[src/rtl/reservation_station_cdb.sv]
// rtl/reservation_station_cdb.sv - reservation station with CDB operand capture and oldest-first issue
// Age is kept as an older-than matrix so selection stays exact across arbitrary slot reuse.
module reservation_station_cdb #(
   parameter int DEPTH = 4,
   parameter int XLEN  = 32,
   parameter int ROB_W = 3,
   parameter int OP_W  = 4,
   localparam int CW   = $clog2(DEPTH + 1),
   localparam int IW   = $clog2(DEPTH)
) (
   input  logic             clk_in,
   input  logic             rst_n_in,
   input  logic             flush_in,
   input  logic             disp_valid_in,
   output logic             disp_ready_out,
   input  logic [OP_W-1:0]  disp_op_in,
   input  logic [ROB_W-1:0] disp_rob_idx_in,
   input  logic [XLEN-1:0]  disp_vi_in,
   input  logic [XLEN-1:0]  disp_vj_in,
   input  logic [ROB_W-1:0] disp_qi_in,
   input  logic [ROB_W-1:0] disp_qj_in,
   input  logic             disp_i_ready_in,
   input  logic             disp_j_ready_in,
   input  logic             cdb_valid_in,
   input  logic [ROB_W-1:0] cdb_tag_in,
   input  logic [XLEN-1:0]  cdb_data_in,
   output logic             iss_valid_out,
   input  logic             iss_ready_in,
   output logic [OP_W-1:0]  iss_op_out,
   output logic [ROB_W-1:0] iss_rob_idx_out,
   output logic [XLEN-1:0]  iss_vi_out,
   output logic [XLEN-1:0]  iss_vj_out,
   output logic [CW-1:0]    count_out
);

   logic [DEPTH-1:0] r_busy, r_ri, r_rj;
   logic [OP_W-1:0]  r_op    [DEPTH];
   logic [ROB_W-1:0] r_rob   [DEPTH];
   logic [XLEN-1:0]  r_vi    [DEPTH];
   logic [XLEN-1:0]  r_vj    [DEPTH];
   logic [ROB_W-1:0] r_qi    [DEPTH];
   logic [ROB_W-1:0] r_qj    [DEPTH];
   logic [DEPTH-1:0] r_older [DEPTH];
   logic [CW-1:0]    r_count;
   logic             r_iss_valid;
   logic [OP_W-1:0]  r_iss_op;
   logic [ROB_W-1:0] r_iss_rob;
   logic [XLEN-1:0]  r_iss_vi, r_iss_vj;

   logic [DEPTH-1:0] w_elig, w_pick;
   logic [IW-1:0]    w_sel_idx, w_free_idx;
   logic             w_any_elig, w_iss_load, w_disp_fire;
   logic             w_disp_ri, w_disp_rj;
   logic [XLEN-1:0]  w_disp_vi, w_disp_vj;

   // An entry is picked when no other eligible entry is older than it.
   always_comb begin
      w_elig = '0;
      w_pick = '0;
      w_sel_idx = '0;
      w_free_idx = '0;
      for (int i = 0; i < DEPTH; i++) begin
         w_elig[i] = r_busy[i] & r_ri[i] & r_rj[i];
      end
      for (int i = 0; i < DEPTH; i++) begin
         w_pick[i] = w_elig[i] & ~|(w_elig & r_older[i]);
         if (w_pick[i]) w_sel_idx = IW'(i);
      end
      for (int i = DEPTH - 1; i >= 0; i--) begin
         if (!r_busy[i]) w_free_idx = IW'(i);
      end
   end

   assign w_any_elig  = |w_elig;
   assign w_iss_load  = w_any_elig & (~r_iss_valid | iss_ready_in);
   assign w_disp_fire = disp_valid_in & disp_ready_out & ~flush_in;
   assign w_disp_ri   = disp_i_ready_in | (cdb_valid_in & (disp_qi_in == cdb_tag_in));
   assign w_disp_rj   = disp_j_ready_in | (cdb_valid_in & (disp_qj_in == cdb_tag_in));
   assign w_disp_vi   = disp_i_ready_in ? disp_vi_in : cdb_data_in;
   assign w_disp_vj   = disp_j_ready_in ? disp_vj_in : cdb_data_in;

   assign disp_ready_out  = (r_count < CW'(DEPTH));
   assign count_out       = r_count;
   assign iss_valid_out   = r_iss_valid;
   assign iss_op_out      = r_iss_op;
   assign iss_rob_idx_out = r_iss_rob;
   assign iss_vi_out      = r_iss_vi;
   assign iss_vj_out      = r_iss_vj;

   always_ff @(posedge clk_in or negedge rst_n_in) begin
      if (!rst_n_in) begin
         r_busy      <= '0;
         r_count     <= '0;
         r_iss_valid <= 1'b0;
      end else if (flush_in) begin
         r_busy      <= '0;
         r_count     <= '0;
         r_iss_valid <= 1'b0;
      end else begin
         if (w_iss_load) begin
            r_busy[w_sel_idx] <= 1'b0;
            r_iss_valid       <= 1'b1;
         end else if (iss_ready_in) begin
            r_iss_valid <= 1'b0;
         end
         if (w_disp_fire) r_busy[w_free_idx] <= 1'b1;
         r_count <= r_count + CW'(w_disp_fire) - CW'(w_iss_load);
      end
   end

   // Payload, ready bits and age rows only matter while busy, so they carry no reset.
   always_ff @(posedge clk_in) begin
      for (int i = 0; i < DEPTH; i++) begin
         if (cdb_valid_in && r_busy[i] && !r_ri[i] && (r_qi[i] == cdb_tag_in)) begin
            r_vi[i] <= cdb_data_in;
            r_ri[i] <= 1'b1;
         end
         if (cdb_valid_in && r_busy[i] && !r_rj[i] && (r_qj[i] == cdb_tag_in)) begin
            r_vj[i] <= cdb_data_in;
            r_rj[i] <= 1'b1;
         end
      end
      if (w_iss_load) begin
         r_iss_op  <= r_op[w_sel_idx];
         r_iss_rob <= r_rob[w_sel_idx];
         r_iss_vi  <= r_vi[w_sel_idx];
         r_iss_vj  <= r_vj[w_sel_idx];
      end
      if (w_disp_fire) begin
         r_op[w_free_idx]  <= disp_op_in;
         r_rob[w_free_idx] <= disp_rob_idx_in;
         r_vi[w_free_idx]  <= w_disp_vi;
         r_vj[w_free_idx]  <= w_disp_vj;
         r_qi[w_free_idx]  <= disp_qi_in;
         r_qj[w_free_idx]  <= disp_qj_in;
         r_ri[w_free_idx]  <= w_disp_ri;
         r_rj[w_free_idx]  <= w_disp_rj;
         for (int j = 0; j < DEPTH; j++) begin
            r_older[j][w_free_idx] <= 1'b0;
         end
         r_older[w_free_idx] <= r_busy;
      end
   end

endmodule
[config.mk]
export PLATFORM = sky130hd
export DESIGN_NAME = reservation_station_cdb
export DESIGN_NICKNAME = d
export VERILOG_FILES = /design/src/rtl/reservation_station_cdb.sv
export SDC_FILE = /design/constraint.sdc
export NUM_CORES = 1
export LEC_CHECK = 0
export ABC_AREA = 1
export BUFFER_PORTS_ARGS = -buffer_cell sky130_fd_sc_hd__buf_2
export CORE_UTILIZATION = 30
export CTS_CLUSTER_DIAMETER = 150
export DETAILED_ROUTE_END_ITERATION = 7
export PLACE_DENSITY = 0.45
export SLEW_MARGIN = 20
export SYNTH_ARGS = -nofsm -noshare
export SYNTH_HDL_FRONTEND = slang
export SYNTH_SLANG_ARGS = --single-unit
[constraint.sdc]
create_clock -name clk_in -period 5.3 [get_ports clk_in]
set_clock_uncertainty 0.05 [all_clocks]
set_input_delay 1.06 -clock clk_in [delete_from_list [all_inputs] [get_ports clk_in]]
set_output_delay 1.06 -clock clk_in [all_outputs]
set_load 0.02 [all_outputs]
==> results.toml <==
[drt]
drt_wl_total_mm = 57.83
viasPerCell = 4.952
ant_nets = 0
post_drt_wl_per_cell_um = 21.91
drc = 2
vias = 13070
drtPass1Iterations = 7
drt_iter0_drc = 971

[place]
place_area_um2 = 20280
io_buffers = 195
dp_slack_ps = 1823
place_hpwl_mm = 34.68
gp_congestion = 0.8124

[floorplan]
die_width_um = 251.4
start_util = 0.3030
pin_count = 196
dieArea_um2 = 63220
core-area_um2 = 61600
rows = 91
die_y_um = 251.4

[flow_run]
maxCapViolations = 0

[sta]
setup_viol = 0
grt_setup_unrepaired = "no"
hold_viol_final = 0
slew_violations = 0
finalSetupTns_ps = 0
post-route-period-util = 0.6695
max_freq_ghz = 0.2818
slew_headroom = 0.2504
layout_setup_ws_ps = 1751
tightest_slew_ps = 1124
min_period_ps = 3549

[synth]
synth-seq-cells = 407
synthCells = 1607
synth_top_area_share = 0.6290
synth.area.top_cells = "edfxtp_1 (63%), o21ai_0 (7.5%), nand3_1 (4.1%)"
syn-cell-area_um2 = 18670
synth_warnings = 0
postSynthAreaPerCell_um2 = 11.62
synth_cell_types = 33
yosysTopAreaCell = "edfxtp_1"
ys_seq_area_frac = 0.6483

[cells_and_area]
final_cell_mix = "edfxtp_1 (391), o21ai_0 (280), buf_2 (195), nand2_1 (154), nand3_1 (154)"
stdcell_area_um2 = 21810
antenna_cells = 0
drive_gt1_frac = 0.2064
layout_commonest_cell = "edfxtp_1"
fillCellCount = 6125
nNetsFinal = 1887
syn2layout_area_growth_pct = 16.82

[clock_tree]
cts_sinks = 407
cts_setup_buffers = 0
clock_latency_ps = 590
cts_tree = "yes"
numCtsBuffers = 47
cts_root_buf = "clkbuf_16"
cts_max_level = 2
cts_hold_buf = 0
clk_pin_slew_ps = 60
cts_resized = 0
cts.path.max_buffers = 3

[critical_path]
path_class = "reg -> reg"
reg2reg_from = "r_busy[2]"
cp.required_ps = 5550
cp_slowest_cell = "nand2_4"
cpLargestDelayFamily = "simple AND/OR/NAND/NOR gates"
startpoint = "r_busy[2]"
worstSetupStartpointType = "flop"
worstPathArrival_ps = 3800
slowest_delay_ps = 650
end_kind = "flop"
cp.buffers_inverters = 0
worstPathCellList = "nand3_2 -> nor2_1 -> nor2_1 -> nand2_4 -> nand2_1 -> nand2_4 -> o21ai_1 -> nand3_1"
cp_max_fo = 76

[global_route]
grt_max_degree = 129
antenna_found_initial = 2
grt_pass1_vias = 13090
grt_usage = 0.1814
grt_overflow = 0
grt_pass1_wl_mm = 84.79

[status]
violations = "design-rule violations"
outcome = "finished, violations left"

[min_path]
min_path_type = "in -> async"

[power]
power_density_nw_per_um2 = 368.5
p_leak_nw = 8.391
vdd_drop_max_mv = 0.2093
[state kept, by name (all words and copies together) (netlist names), 3 cells and up]
name             cells
count_out            3
iss_op_out           4
iss_rob_idx_out      3
iss_vi_out          32
iss_vj_out          32
r_busy               4
r_older             12
r_op                16
r_qi                12
r_qj                12
r_ri                 4
r_rj                 4
r_rob               12
r_vi               128
r_vj               128
[cell type report]
cell class                      instances  area [µm²]  area share
Inverter                              125       469.2     0.02152
Multi-Input combinational cell        970        5539      0.2540
Clock buffer                           56        1252     0.05744
Timing Repair Buffer                  213        1127     0.05170
Clock inverter                         31       269.0     0.01234
Tap cell                              837        1047     0.04803
Sequential cell                       407       12100      0.5550
[cells by family (layout without fill, tap and decap cells)]
group                    count (synthesis)  after routing  share of synthesized area
AND/OR/NAND/NOR                        452            452                     0.1276
adder cells (fa/ha/maj)                  3              3                   0.002413
XOR/XNOR                                25             25                    0.01173
flip-flops                             407            407                     0.6483
buffers and inverters                  232            425                    0.06100
AO/OA/AOI/OAI                          423            423                     0.1145
multiplexers                            64             64                    0.03432
other                                    1              3                  0.0002009
[cell usage after synthesis]
cell type / number
inv_1: 121
dfxtp_1: 8
a21oi_4: 1
buf_4: 9
clkbuf_1: 39
o21ai_0: 280
nor3_1: 2
buf_6: 9
nand4_1: 19
nand3_2: 66
inv_2: 4
nand3b_1: 1
conb_1: 1
ha_1: 2
buf_2: 42
buf_12: 7
nor2_2: 3
a21oi_1: 10
nand2_2: 2
edfxtp_1: 391
o22ai_1: 7
buf_1: 1
xnor2_1: 23
fa_1: 1
nand2_1: 165
nor2_1: 37
mux2i_1: 64
nand3_1: 154
xor2_1: 2
dfrtp_1: 8
o21ai_1: 125
nand2_4: 1
or2_2: 2
[metrics by stage]
| step | hold WS, ps | std cells | total power, mW | utilization |
|---|---|---|---|---|
| finish | 298.1 | 2639 | 8.036 | 0.3540 |
| floorplan | 462.8 | 1609 | 4.457 | - |
| detailed placement | 479.5 | 2552 | 4.853 | 0.3293 |
| CTS | 255.6 | 2639 | 8.119 | 0.3540 |
| global placement | 473.6 | 2552 | 4.850 | 0.3288 |
| global route | 268.2 | 2639 | 8.311 | 0.3540 |
[routing by layer]
| layer | part of all wire | GRT usage |
|---|---|---|
| met5 | 0 | 0 |
| met4 | 0.018 | 0.04530 |
| met3 | 0.051 | 0.03043 |
| met2 | 0.48 | 0.3092 |
| met1 | 0.45 | 0.2391 |
[final timing paths]
check                           endpoint  slack, ps  depth (start not counted)
hold reg to reg            iss_vi_out[1]        490                          2
setup reg to reg           iss_vi_out[2]       1750                          8
min in group clk_in        iss_vi_out[1]        490                          2
hold / removal              count_out[2]        300                          1
setup / recovery           iss_vi_out[2]       1750                          8
max in group asynchronous      r_busy[3]       4690                          1
[power breakdown]
group | switching [mW] | internal [mW]
clock | 1.34 | 1.92
sequential | 0.0993 | 3.79
combinational | 0.624 | 0.254
total | 2.07 | 5.97
No activity file was read; power rests on OpenSTA's default activity.
